`src/rtl/ibus_dbus_arbiter_pkg.sv`:
```
// ibus_dbus_arbiter_pkg
// Shared definitions for the ibus/dbus arbiter slice: FSM state encodings,
// master identifiers, the fixed byte-lane pattern used for instruction
// fetches, and small helpers for the round-robin choice and the timeout
// counter width.
// No ports (package).

package ibus_dbus_arbiter_pkg;

    // Arbiter FSM states: waiting for a request, or holding a grant for one master.
    typedef enum logic [1:0] {
        ST_IDLE  = 2'd0,
        ST_GNT_I = 2'd1,
        ST_GNT_D = 2'd2
    } arb_state_e;

    // Master identifiers, also used as the round-robin "last granted" pointer.
    typedef enum logic {
        MASTER_I = 1'b0,
        MASTER_D = 1'b1
    } master_id_e;

    // Fetches always read a full word.
    localparam logic [3:0] IBUS_DEFAULT_SEL = 4'hF;

    // Default number of granted cycles without a slave response before the
    // transaction is forced to complete.
    localparam int unsigned DEFAULT_TIMEOUT_CYC = 16;

    // Picks the winner among the pending requests. Only meaningful when at
    // least one request is pending; on a conflict the master that did not
    // win last time gets the bus.
    function automatic master_id_e rr_pick(input logic       ibus_req,
                                           input logic       dbus_req,
                                           input master_id_e last_gnt);
        master_id_e winner;
        if (ibus_req && dbus_req) begin
            winner = (last_gnt == MASTER_I) ? MASTER_D : MASTER_I;
        end else if (dbus_req) begin
            winner = MASTER_D;
        end else begin
            winner = MASTER_I;
        end
        return winner;
    endfunction

    // Width of the timeout counter; at least one bit so a disabled timeout
    // still yields a legal vector.
    function automatic int unsigned timeout_cnt_width(input int unsigned timeout_cyc);
        return (timeout_cyc == 0) ? 1 : $clog2(timeout_cyc + 1);
    endfunction

endpackage

```
`src/rtl/ibus_dbus_arbiter_if.sv`:
```
// ibus_dbus_arbiter_if
// Bundles the three bus sides seen by the arbiter: the core's fetch port
// (ibus), the core's load/store port (dbus) and the shared memory bus.
// Signal names are written from the arbiter's point of view (i_* enter the
// arbiter, o_* leave it).
//   modport slave  : the arbiter itself
//   modport master : the environment around it (core ports and memory)

interface ibus_dbus_arbiter_if;

    // Fetch port
    logic [31:0] i_ibus_addr;
    logic        i_ibus_req;
    logic [31:0] o_ibus_data;
    logic        o_ibus_rsp;

    // Load/store port
    logic [31:0] i_dbus_addr;
    logic [31:0] i_dbus_wdata;
    logic [3:0]  i_dbus_sel;
    logic        i_dbus_we;
    logic        i_dbus_req;
    logic [31:0] o_dbus_rdata;
    logic        o_dbus_rsp;

    // Shared memory bus
    logic [31:0] o_bus_addr;
    logic [31:0] o_bus_wdata;
    logic [3:0]  o_bus_sel;
    logic        o_bus_we;
    logic        o_bus_req;
    logic [31:0] i_bus_rdata;
    logic        i_bus_rsp;
    logic        o_bus_err;

    modport slave (
        input  i_ibus_addr, i_ibus_req,
        output o_ibus_data, o_ibus_rsp,
        input  i_dbus_addr, i_dbus_wdata, i_dbus_sel, i_dbus_we, i_dbus_req,
        output o_dbus_rdata, o_dbus_rsp,
        output o_bus_addr, o_bus_wdata, o_bus_sel, o_bus_we, o_bus_req,
        input  i_bus_rdata, i_bus_rsp,
        output o_bus_err
    );

    modport master (
        output i_ibus_addr, i_ibus_req,
        input  o_ibus_data, o_ibus_rsp,
        output i_dbus_addr, i_dbus_wdata, i_dbus_sel, i_dbus_we, i_dbus_req,
        input  o_dbus_rdata, o_dbus_rsp,
        input  o_bus_addr, o_bus_wdata, o_bus_sel, o_bus_we, o_bus_req,
        output i_bus_rdata, i_bus_rsp,
        input  o_bus_err
    );

endinterface

```
`src/rtl/ibus_dbus_arbiter_timeout_cnt.sv`:
```
// bus_timeout_cnt
// Counts granted cycles that pass without a slave response and flags the
// cycle in which the transaction must be forced to complete.
// Ports:
//   clk     in  clock
//   rst_n   in  asynchronous active-low reset
//   clear   in  restart counting (asserted on the grant edge)
//   enable  in  a granted cycle with no slave response
//   expire  out this enabled cycle is the last one allowed (TIMEOUT_CYC-th)
// TIMEOUT_CYC = 0 disables expiry entirely.

module bus_timeout_cnt
    import ibus_dbus_arbiter_pkg::*;
#(
    parameter int unsigned TIMEOUT_CYC = DEFAULT_TIMEOUT_CYC
) (
    input  logic clk,
    input  logic rst_n,
    input  logic clear,
    input  logic enable,
    output logic expire
);

    localparam int unsigned CNT_W = timeout_cnt_width(TIMEOUT_CYC);
    localparam logic [CNT_W-1:0] LIMIT =
        (TIMEOUT_CYC == 0) ? '0 : CNT_W'(TIMEOUT_CYC - 1);

    logic [CNT_W-1:0] cnt_q;
    logic [CNT_W-1:0] cnt_d;

    // Count stops at LIMIT rather than wrapping, so a long stall can never
    // alias back to an early count.
    always_comb begin
        cnt_d = cnt_q;
        if (clear) begin
            cnt_d = '0;
        end else if (enable && (cnt_q != LIMIT)) begin
            cnt_d = cnt_q + CNT_W'(1);
        end
    end

    always_ff @(posedge clk or negedge rst_n) begin
        if (!rst_n) begin
            cnt_q <= '0;
        end else begin
            cnt_q <= cnt_d;
        end
    end

    assign expire = (TIMEOUT_CYC != 0) && enable && (cnt_q == LIMIT);

endmodule

```
`src/rtl/ibus_dbus_arbiter.sv`:
```
// ibus_dbus_arbiter
// Merges the core's fetch (ibus) and load/store (dbus) ports onto a single
// memory bus. Conflicts are resolved round-robin, one transaction is in
// flight at a time, and a stalled slave is cut off after TIMEOUT_CYC granted
// cycles with an error pulse.
// Ports:
//   i_clk    in  clock
//   i_rst_n  in  asynchronous active-low reset
//   arb_if   ibus_dbus_arbiter_if.slave: fetch port, load/store port and
//            shared memory bus (request fields registered on grant,
//            responses passed through combinationally)

module ibus_dbus_arbiter
    import ibus_dbus_arbiter_pkg::*;
#(
    parameter int unsigned TIMEOUT_CYC = DEFAULT_TIMEOUT_CYC
) (
    input  logic                      i_clk,
    input  logic                      i_rst_n,
    ibus_dbus_arbiter_if.slave        arb_if
);

    arb_state_e  state_q,     state_d;
    master_id_e  last_gnt_q,  last_gnt_d;
    logic [31:0] bus_addr_q,  bus_addr_d;
    logic [31:0] bus_wdata_q, bus_wdata_d;
    logic [3:0]  bus_sel_q,   bus_sel_d;
    logic        bus_we_q,    bus_we_d;
    logic        bus_req_q,   bus_req_d;

    logic        any_req;
    master_id_e  winner;
    logic        timeout_clear;
    logic        timeout_enable;
    logic        timeout_expire;

    logic        ibus_rsp;
    logic [31:0] ibus_data;
    logic        dbus_rsp;
    logic [31:0] dbus_rdata;
    logic        bus_err;

    assign any_req = arb_if.i_ibus_req || arb_if.i_dbus_req;
    assign winner  = rr_pick(arb_if.i_ibus_req, arb_if.i_dbus_req, last_gnt_q);

    // Timeout control lives outside the FSM process so the expire path has
    // no combinational feedback through it.
    assign timeout_clear  = (state_q == ST_IDLE) && any_req;
    assign timeout_enable = (state_q != ST_IDLE) && !arb_if.i_bus_rsp;

    bus_timeout_cnt #(
        .TIMEOUT_CYC (TIMEOUT_CYC)
    ) u_timeout_cnt (
        .clk    (i_clk),
        .rst_n  (i_rst_n),
        .clear  (timeout_clear),
        .enable (timeout_enable),
        .expire (timeout_expire)
    );

    // Next-state and response demux. Requests are sampled only in IDLE, so
    // a request still high in the completing cycle waits for the single
    // IDLE cycle. A timed-out transaction returns zero data, not whatever
    // the slave happens to drive.
    always_comb begin
        state_d     = state_q;
        last_gnt_d  = last_gnt_q;
        bus_addr_d  = bus_addr_q;
        bus_wdata_d = bus_wdata_q;
        bus_sel_d   = bus_sel_q;
        bus_we_d    = bus_we_q;
        bus_req_d   = bus_req_q;
        ibus_rsp    = 1'b0;
        ibus_data   = '0;
        dbus_rsp    = 1'b0;
        dbus_rdata  = '0;
        bus_err     = 1'b0;

        case (state_q)
            ST_IDLE: begin
                if (any_req) begin
                    bus_req_d  = 1'b1;
                    last_gnt_d = winner;
                    if (winner == MASTER_D) begin
                        bus_addr_d  = arb_if.i_dbus_addr;
                        bus_wdata_d = arb_if.i_dbus_wdata;
                        bus_sel_d   = arb_if.i_dbus_sel;
                        bus_we_d    = arb_if.i_dbus_we;
                        state_d     = ST_GNT_D;
                    end else begin
                        bus_addr_d  = arb_if.i_ibus_addr;
                        bus_wdata_d = '0;
                        bus_sel_d   = IBUS_DEFAULT_SEL;
                        bus_we_d    = 1'b0;
                        state_d     = ST_GNT_I;
                    end
                end
            end

            ST_GNT_I: begin
                ibus_rsp  = arb_if.i_bus_rsp || timeout_expire;
                ibus_data = timeout_expire ? 32'h0 : arb_if.i_bus_rdata;
                bus_err   = timeout_expire;
                if (arb_if.i_bus_rsp || timeout_expire) begin
                    bus_req_d = 1'b0;
                    state_d   = ST_IDLE;
                end
            end

            ST_GNT_D: begin
                dbus_rsp   = arb_if.i_bus_rsp || timeout_expire;
                dbus_rdata = timeout_expire ? 32'h0 : arb_if.i_bus_rdata;
                bus_err    = timeout_expire;
                if (arb_if.i_bus_rsp || timeout_expire) begin
                    bus_req_d = 1'b0;
                    state_d   = ST_IDLE;
                end
            end

            default: begin
                bus_req_d = 1'b0;
                state_d   = ST_IDLE;
            end
        endcase
    end

    // State, round-robin pointer and registered bus request fields. The
    // pointer starts at ibus so the first conflict goes to dbus.
    always_ff @(posedge i_clk or negedge i_rst_n) begin
        if (!i_rst_n) begin
            state_q     <= ST_IDLE;
            last_gnt_q  <= MASTER_I;
            bus_addr_q  <= '0;
            bus_wdata_q <= '0;
            bus_sel_q   <= '0;
            bus_we_q    <= 1'b0;
            bus_req_q   <= 1'b0;
        end else begin
            state_q     <= state_d;
            last_gnt_q  <= last_gnt_d;
            bus_addr_q  <= bus_addr_d;
            bus_wdata_q <= bus_wdata_d;
            bus_sel_q   <= bus_sel_d;
            bus_we_q    <= bus_we_d;
            bus_req_q   <= bus_req_d;
        end
    end

    assign arb_if.o_bus_addr   = bus_addr_q;
    assign arb_if.o_bus_wdata  = bus_wdata_q;
    assign arb_if.o_bus_sel    = bus_sel_q;
    assign arb_if.o_bus_we     = bus_we_q;
    assign arb_if.o_bus_req    = bus_req_q;
    assign arb_if.o_bus_err    = bus_err;
    assign arb_if.o_ibus_rsp   = ibus_rsp;
    assign arb_if.o_ibus_data  = ibus_data;
    assign arb_if.o_dbus_rsp   = dbus_rsp;
    assign arb_if.o_dbus_rdata = dbus_rdata;

endmodule

```
`src/flat_wrapper.sv`:
```
// flat-port wrapper written by rule: the top's interface ports become plain ports
module ibus_dbus_arbiter_flat import ibus_dbus_arbiter_pkg::*;
#(
    parameter int unsigned TIMEOUT_CYC = DEFAULT_TIMEOUT_CYC
)
  (i_clk, i_rst_n, arb_if_i_ibus_addr, arb_if_i_ibus_req, arb_if_o_ibus_data, arb_if_o_ibus_rsp, arb_if_i_dbus_addr, arb_if_i_dbus_wdata, arb_if_i_dbus_sel, arb_if_i_dbus_we, arb_if_i_dbus_req, arb_if_o_dbus_rdata, arb_if_o_dbus_rsp, arb_if_o_bus_addr, arb_if_o_bus_wdata, arb_if_o_bus_sel, arb_if_o_bus_we, arb_if_o_bus_req, arb_if_i_bus_rdata, arb_if_i_bus_rsp, arb_if_o_bus_err);
  ibus_dbus_arbiter_if arb_if_i ();
  input  logic i_clk;
  input  logic i_rst_n;
  input wire logic [$bits(arb_if_i.i_ibus_addr)-1:0] arb_if_i_ibus_addr;
  input wire logic [$bits(arb_if_i.i_ibus_req)-1:0] arb_if_i_ibus_req;
  output wire logic [$bits(arb_if_i.o_ibus_data)-1:0] arb_if_o_ibus_data;
  output wire logic [$bits(arb_if_i.o_ibus_rsp)-1:0] arb_if_o_ibus_rsp;
  input wire logic [$bits(arb_if_i.i_dbus_addr)-1:0] arb_if_i_dbus_addr;
  input wire logic [$bits(arb_if_i.i_dbus_wdata)-1:0] arb_if_i_dbus_wdata;
  input wire logic [$bits(arb_if_i.i_dbus_sel)-1:0] arb_if_i_dbus_sel;
  input wire logic [$bits(arb_if_i.i_dbus_we)-1:0] arb_if_i_dbus_we;
  input wire logic [$bits(arb_if_i.i_dbus_req)-1:0] arb_if_i_dbus_req;
  output wire logic [$bits(arb_if_i.o_dbus_rdata)-1:0] arb_if_o_dbus_rdata;
  output wire logic [$bits(arb_if_i.o_dbus_rsp)-1:0] arb_if_o_dbus_rsp;
  output wire logic [$bits(arb_if_i.o_bus_addr)-1:0] arb_if_o_bus_addr;
  output wire logic [$bits(arb_if_i.o_bus_wdata)-1:0] arb_if_o_bus_wdata;
  output wire logic [$bits(arb_if_i.o_bus_sel)-1:0] arb_if_o_bus_sel;
  output wire logic [$bits(arb_if_i.o_bus_we)-1:0] arb_if_o_bus_we;
  output wire logic [$bits(arb_if_i.o_bus_req)-1:0] arb_if_o_bus_req;
  input wire logic [$bits(arb_if_i.i_bus_rdata)-1:0] arb_if_i_bus_rdata;
  input wire logic [$bits(arb_if_i.i_bus_rsp)-1:0] arb_if_i_bus_rsp;
  output wire logic [$bits(arb_if_i.o_bus_err)-1:0] arb_if_o_bus_err;
  assign arb_if_i.i_ibus_addr = arb_if_i_ibus_addr;
  assign arb_if_i.i_ibus_req = arb_if_i_ibus_req;
  assign arb_if_o_ibus_data = arb_if_i.o_ibus_data;
  assign arb_if_o_ibus_rsp = arb_if_i.o_ibus_rsp;
  assign arb_if_i.i_dbus_addr = arb_if_i_dbus_addr;
  assign arb_if_i.i_dbus_wdata = arb_if_i_dbus_wdata;
  assign arb_if_i.i_dbus_sel = arb_if_i_dbus_sel;
  assign arb_if_i.i_dbus_we = arb_if_i_dbus_we;
  assign arb_if_i.i_dbus_req = arb_if_i_dbus_req;
  assign arb_if_o_dbus_rdata = arb_if_i.o_dbus_rdata;
  assign arb_if_o_dbus_rsp = arb_if_i.o_dbus_rsp;
  assign arb_if_o_bus_addr = arb_if_i.o_bus_addr;
  assign arb_if_o_bus_wdata = arb_if_i.o_bus_wdata;
  assign arb_if_o_bus_sel = arb_if_i.o_bus_sel;
  assign arb_if_o_bus_we = arb_if_i.o_bus_we;
  assign arb_if_o_bus_req = arb_if_i.o_bus_req;
  assign arb_if_i.i_bus_rdata = arb_if_i_bus_rdata;
  assign arb_if_i.i_bus_rsp = arb_if_i_bus_rsp;
  assign arb_if_o_bus_err = arb_if_i.o_bus_err;
  ibus_dbus_arbiter #(.TIMEOUT_CYC(TIMEOUT_CYC)) u_core (.i_clk(i_clk), .i_rst_n(i_rst_n), .arb_if(arb_if_i));
endmodule
```
`config.mk`:
```
export PLATFORM = sky130hd
export DESIGN_NAME = ibus_dbus_arbiter_flat
export DESIGN_NICKNAME = d
export VERILOG_FILES = /design/src/rtl/ibus_dbus_arbiter_pkg.sv /design/src/rtl/ibus_dbus_arbiter_if.sv /design/src/rtl/ibus_dbus_arbiter_timeout_cnt.sv /design/src/rtl/ibus_dbus_arbiter.sv /design/src/flat_wrapper.sv
export SDC_FILE = /design/constraint.sdc
export NUM_CORES = 1
export LEC_CHECK = 0
export BUFFER_PORTS_ARGS = -buffer_cell sky130_fd_sc_hd__buf_2
export CAP_MARGIN = 5
export CORE_AREA = 2 2 133 83
export CTS_CLUSTER_DIAMETER = 80
export CTS_CLUSTER_SIZE = 20
export DETAILED_ROUTE_END_ITERATION = 10
export DIE_AREA = 0 0 135 85
export PLACE_DENSITY = 0.84
export SLEW_MARGIN = 5
export SYNTH_ARGS = -nofsm -noshare
export SYNTH_HDL_FRONTEND = slang
export SYNTH_HIERARCHICAL = 1
export SYNTH_SLANG_ARGS = --single-unit
```
`constraint.sdc`:
```
create_clock -name i_clk -period 3.1 [get_ports i_clk]
set_input_delay 0.62 -clock i_clk [delete_from_list [all_inputs] [get_ports i_clk]]
set_output_delay 0.62 -clock i_clk [all_outputs]
set_load 0.005 [all_outputs]
```
# Word level (Yosys, flattened, before mapping)
# Cells that the tools add are included.
# Widths: inputs -> output; s select.
# classes
reduce_logical,14
n_eq_ne,6
add_sub_neg,1
mux,22
# ops
cell,n
$mux 32,5
$mux 5,2
$mux 1,9
$mux 2,3
$add 5x1->5 const B,1
$eq 5x4->1 const B,1
$logic_and 1x1->1,5
$ne 5x4->1 const B,1
$mux 4,1
$ne 2x1->1 const B,2
$pmux 2 s2,1
$reduce_and 2->1,2
$reduce_bool 2->1,2
$eq 2x1->1 const B,1
$eq 2x2->1 const B,1
$logic_not 2->1,1
$logic_or 1x1->1,2
$pmux 1 s2,1
$reduce_or 2->1,1
$logic_not 1->1,1
# totals
elab_cells,51
register_bits,78

# Logic depth before layout (Yosys ltp)
# logic_depth
ltp_word,6
mapped_depth,7
depth_no_buf,7

# Hierarchy
# The synthesis kept the hierarchy.
# by_module_without_submodules
module,area_each_um2,cells_each,n_inst
ibus_dbus_arbiter,3460.8,358,1
bus_timeout_cnt,275.3,24,1

# Worst setup path before layout
# Ideal clock, no wire load.
# synth_path
path_kind,register to output
start,reg u_core.u_timeout_cnt.cnt_q[0]
end,out arb_if_o_dbus_rdata[10]
arrival_time_ps,1838
stages_incl_launch_ff,8
path_slack_ps,642
n_path_buf,1
cell_sequence,dfrtp_1 > ha_1 > and3_1 > ha_1 > and2_1 > nor2b_1 > clkbuf_1 > and2_1
# synth_between
elab_chain_len,4
# synth_rtl
element,line,rtl
"start, declared",ibus_dbus_arbiter_timeout_cnt.sv:28,logic [CNT_W-1:0] cnt_q;
"start signal, assigned",ibus_dbus_arbiter_timeout_cnt.sv:46,cnt_q <= cnt_d;
$eq 5x4->1,ibus_dbus_arbiter_timeout_cnt.sv:50,assign expire = (TIMEOUT_CYC != 0) && enable && (cnt_q == LIMIT);
$logic_and 1x1->1,ibus_dbus_arbiter_timeout_cnt.sv:50,
via u_core.timeout_expire,ibus_dbus_arbiter.sv:35,logic timeout_expire;
$mux 32,ibus_dbus_arbiter.sv:112,dbus_rdata = timeout_expire ? 32'h0 : arb_if.i_bus_rdata;
$mux 32,ibus_dbus_arbiter.sv:79,case (state_q)
"end, declared",flat_wrapper.sv:19,output wire logic [$bits(arb_if_i.o_dbus_rdata)-1:0] arb_if_o_dbus_rdata;
# The timed path passes the listed nets, and every way through them passes these cells.

# Worst setup path in the final report
# layout_path
start,reg u_core.u_timeout_cnt.cnt_q[0]
end,out arb_if_o_ibus_data[20]
# layout_between
elab_chain_len,4
# layout_rtl
element,line,rtl
$eq 5x4->1,ibus_dbus_arbiter_timeout_cnt.sv:50,
$logic_and 1x1->1,ibus_dbus_arbiter_timeout_cnt.sv:50,
via u_core.timeout_expire,ibus_dbus_arbiter.sv:35,
$mux 32,ibus_dbus_arbiter.sv:102,ibus_data = timeout_expire ? 32'h0 : arb_if.i_bus_rdata;
$mux 32,ibus_dbus_arbiter.sv:79,
"end, declared",flat_wrapper.sv:12,output wire logic [$bits(arb_if_i.o_ibus_data)-1:0] arb_if_o_ibus_data;
# The timed path passes the listed nets, and every way through them passes these cells.

==> results.json <==
{
  "status": "completed",
  "grt_overflow": 0,
  "syn_inst": 382,
  "hold_violations": 0,
  "first_iter_violations": 153,
  "endpoint_kind": "output port",
  "final_antenna_net_count": 0,
  "htree_num_levels": 3,
  "yosys_register_bits": 78,
  "nets": 791,
  "hpwlAfterDp_um": 9705,
  "startpoint": "u_core/u_timeout_cnt/cnt_q[0]$_DFFE_PN0P_",
  "tns_ns": 0,
  "slew_headroom_pct": 35.06,
  "ioPinCount": 275,
  "endpoint": "arb_if_o_ibus_data[20]",
  "drc": 0,
  "yosysUniqueCellTypes": 34,
  "ir_worst_vdd_uv": 445.5,
  "cts_buffer_depth": 2,
  "drive_gt1_share_pct": 46.63,
  "synth-main-ff-cell": "dfrtp_1",
  "gp_congestion": 0.8479,
  "avgSynthCellArea_um2": 9.780,
  "grt_pass1_wl_um": 19510,
  "whs_ns": 0.4052,
  "hp-class": "input pin to asynchronous set/reset pin",
  "die_h_um": 85,
  "cts_sinks": 78,
  "fmax_mhz": 342.3,
  "start_util_pct": 36.26,
  "ctsRootBufferMaster": "clkbuf_16",
  "rr_endpoint": "u_core/arb_if.o_bus_req$_DFFE_PN0P_",
  "cts_buffers": 9,
  "ys_seq_area_share_pct": 52.24,
  "routedWlPerCell_um": 15.90,
  "drt-total-wl_um": 12580,
  "synth_edf_count": 0,
  "ctsHoldBuffers": 0,
  "fin_util_pct": 53.56,
  "dr_total_vias": 3845,
  "layout_setup_ws_ns": 0.1783,
  "dieWidth_um": 135,
  "grt_pass1_vias": 3827,
  "place_ws_ns": 0.5018,
  "critPathMaxFanout": 31,
  "ff2ff_path_depth": 7,
  "first_pass_iters": 4,
  "async_flop_share_pct": 100.0,
  "power_density_nw_per_um2": 918.6,
  "via_per_inst": 4.861,
  "nFillCells": 969,
  "ys_warn_count": 6,
  "cp.required_ns": 2.48,
  "port_buffers": 274,
  "antennaDiodeCount": 0,
  "track_usage_pct": 21.72,
  "path_clk_slew_ns": 0.06,
  "period_share_pct": 94.25,
  "antenna_found_initial": 0,
  "total_power_mw": 5.070,
  "areaGrowthSynthToFinish_pct": 47.72,
  "rows": 29,
  "skew_ns": 0.007178,
  "finalSetupViolCount": 0,
  "reg2reg_setup_slack_ns": 1.07,
  "grt_max_degree": 79,
  "cp_data_arrival_time_ns": 2.30,
  "synth_area_um2": 3736,
  "reg2reg_from": "u_core/u_timeout_cnt/cnt_q[0]$_DFFE_PN0P_",
  "final_common_cell": "buf_2",
  "tritoncts": "done",
  "maxCapViolations": 0,
  "period_minus_slack_ns": 2.922,
  "core_area_um2": 10300,
  "rsz0062_at_grt": "no",
  "startpoint_type": "register",
  "slew_violations": 0,
  "p_leak_nw": 3.053,
  "synth_nets": 526,
  "worst_pin_slew_ns": 0.9741,
  "die_area_um2": 11480,
  "mostFrequentLayoutCells": "buf_2, dfrtp_1, and2_1, a21oi_1, nor2_1",
  "clk_latency_ns": 0.33,
  "worstSetupPathType": "register to output port"
}
worst min-delay path by stage:
stage	startpoint	to	slack, ns	cells after the start
final	i_rst_n	u_core/arb_if.o_bus_addr[25]$_DFFE_PN0P_	0.41	1
after detailed placement	u_core/arb_if.o_bus_req$_DFFE_PN0P_	u_core/arb_if.o_bus_req$_DFFE_PN0P_	0.48	1
after global placement	u_core/arb_if.o_bus_req$_DFFE_PN0P_	u_core/arb_if.o_bus_req$_DFFE_PN0P_	0.48	1
after floorplan	i_rst_n	u_core/arb_if.o_bus_addr[0]$_DFFE_PN0P_	0.32	0
after global routing	arb_if_i_dbus_wdata[28]	u_core/arb_if.o_bus_wdata[28]$_DFFE_PN0P_	0.49	2
after CTS	i_rst_n	u_core/arb_if.o_bus_addr[29]$_DFFE_PN0P_	0.48	1
cell type report:
class	count	area (um2)	share of cell area [%]
clock buffers	11	252.7	4.579
flip-flops and latches	78	1952	35.37
clock inverters	5	66.31	1.202
inverters	4	15.01	0.2720
repair buffers	279	1411	25.57
well taps	139	173.9	3.151
multi-input cells	275	1648	29.86
power breakdown:
part           switching [mW]  leakage (nW)  total [mW]  internal [mW]
logic                    1.14          1.95        2.18           1.04
registers               0.283         0.946        1.80           1.51
clock network           0.418         0.154        1.09          0.676
total                    1.84          3.05        5.07           3.23
kinds of logic after synthesis:
kind of cell / count (synthesis) / synth area share (%)
muxes: 2 / 0.6697
adders and majority gates: 6 / 2.009
AOI/OAI and AO/OA: 110 / 19.19
xor gates and xnor gates: 2 / 0.4689
and+or+nand+nor: 155 / 21.50
buffers and inverters: 29 / 3.918
DFF: 78 / 52.24
flip-flops by register name (all words and copies together), names as in the netlist:
name                        count
u_core/arb_if.o_bus_req         1
u_core/arb_if.o_bus_we          1
u_core/state_q                  2
u_core/arb_if.o_bus_addr       32
u_core/u_timeout_cnt/cnt_q      5
u_core/last_gnt_q               1
u_core/arb_if.o_bus_wdata      32
u_core/arb_if.o_bus_sel         4
cell usage after synthesis, drive strengths merged (2+ instances only):
cell / number / area share (%)
and2: 65 / 11
a22o: 33 / 7.7
buf: 14 / 2.4
dfrtp: 78 / 52
nand2: 36 / 3.6
a21oi: 65 / 8.7
nand3: 2 / 0.27
clkbuf: 11 / 1.1
o22a: 5 / 1.2
o21a: 2 / 0.40
and3b: 2 / 0.47
nor2: 40 / 4.0
nor2b: 5 / 1.0
inv: 4 / 0.40
ha: 6 / 2.0
stage by stage:
step | cells | area, um2
3_5_place_dp | 775 | 5197
5_1_grt | 791 | 5519
4_1_cts | 791 | 5517
6_report | 791 | 5519
3_3_place_gp | 775 | 5197
2_1_floorplan | 382 | 3736
what timing repair did:
item / 4_1_cts / 5_1_grt
endpoints found under the setup margin: 0 / 48
buffers inserted: 0 / 0
resized for setup: 0 / 1
worst max-delay path, stage by stage, from the launching register on:
cell	delay [ns]
dfrtp_1	0.41
ha_1	0.22
and3_1	0.17
ha_1	0.23
and2_1	0.24
nor2b_1	0.13
buf_4	0.25
and2_1	0.19
buf_2	0.13
routing by layer:
layer	part of all wire (%)	up-vias	GRT usage (%)
li1	-	1825	-
met1	39	1822	25.82
met2	50	183	37.84
met3	9.0	15	6.870
met4	2.0	0	6.818
met5	0	-	0
Power figures use the tool's default switching activity.
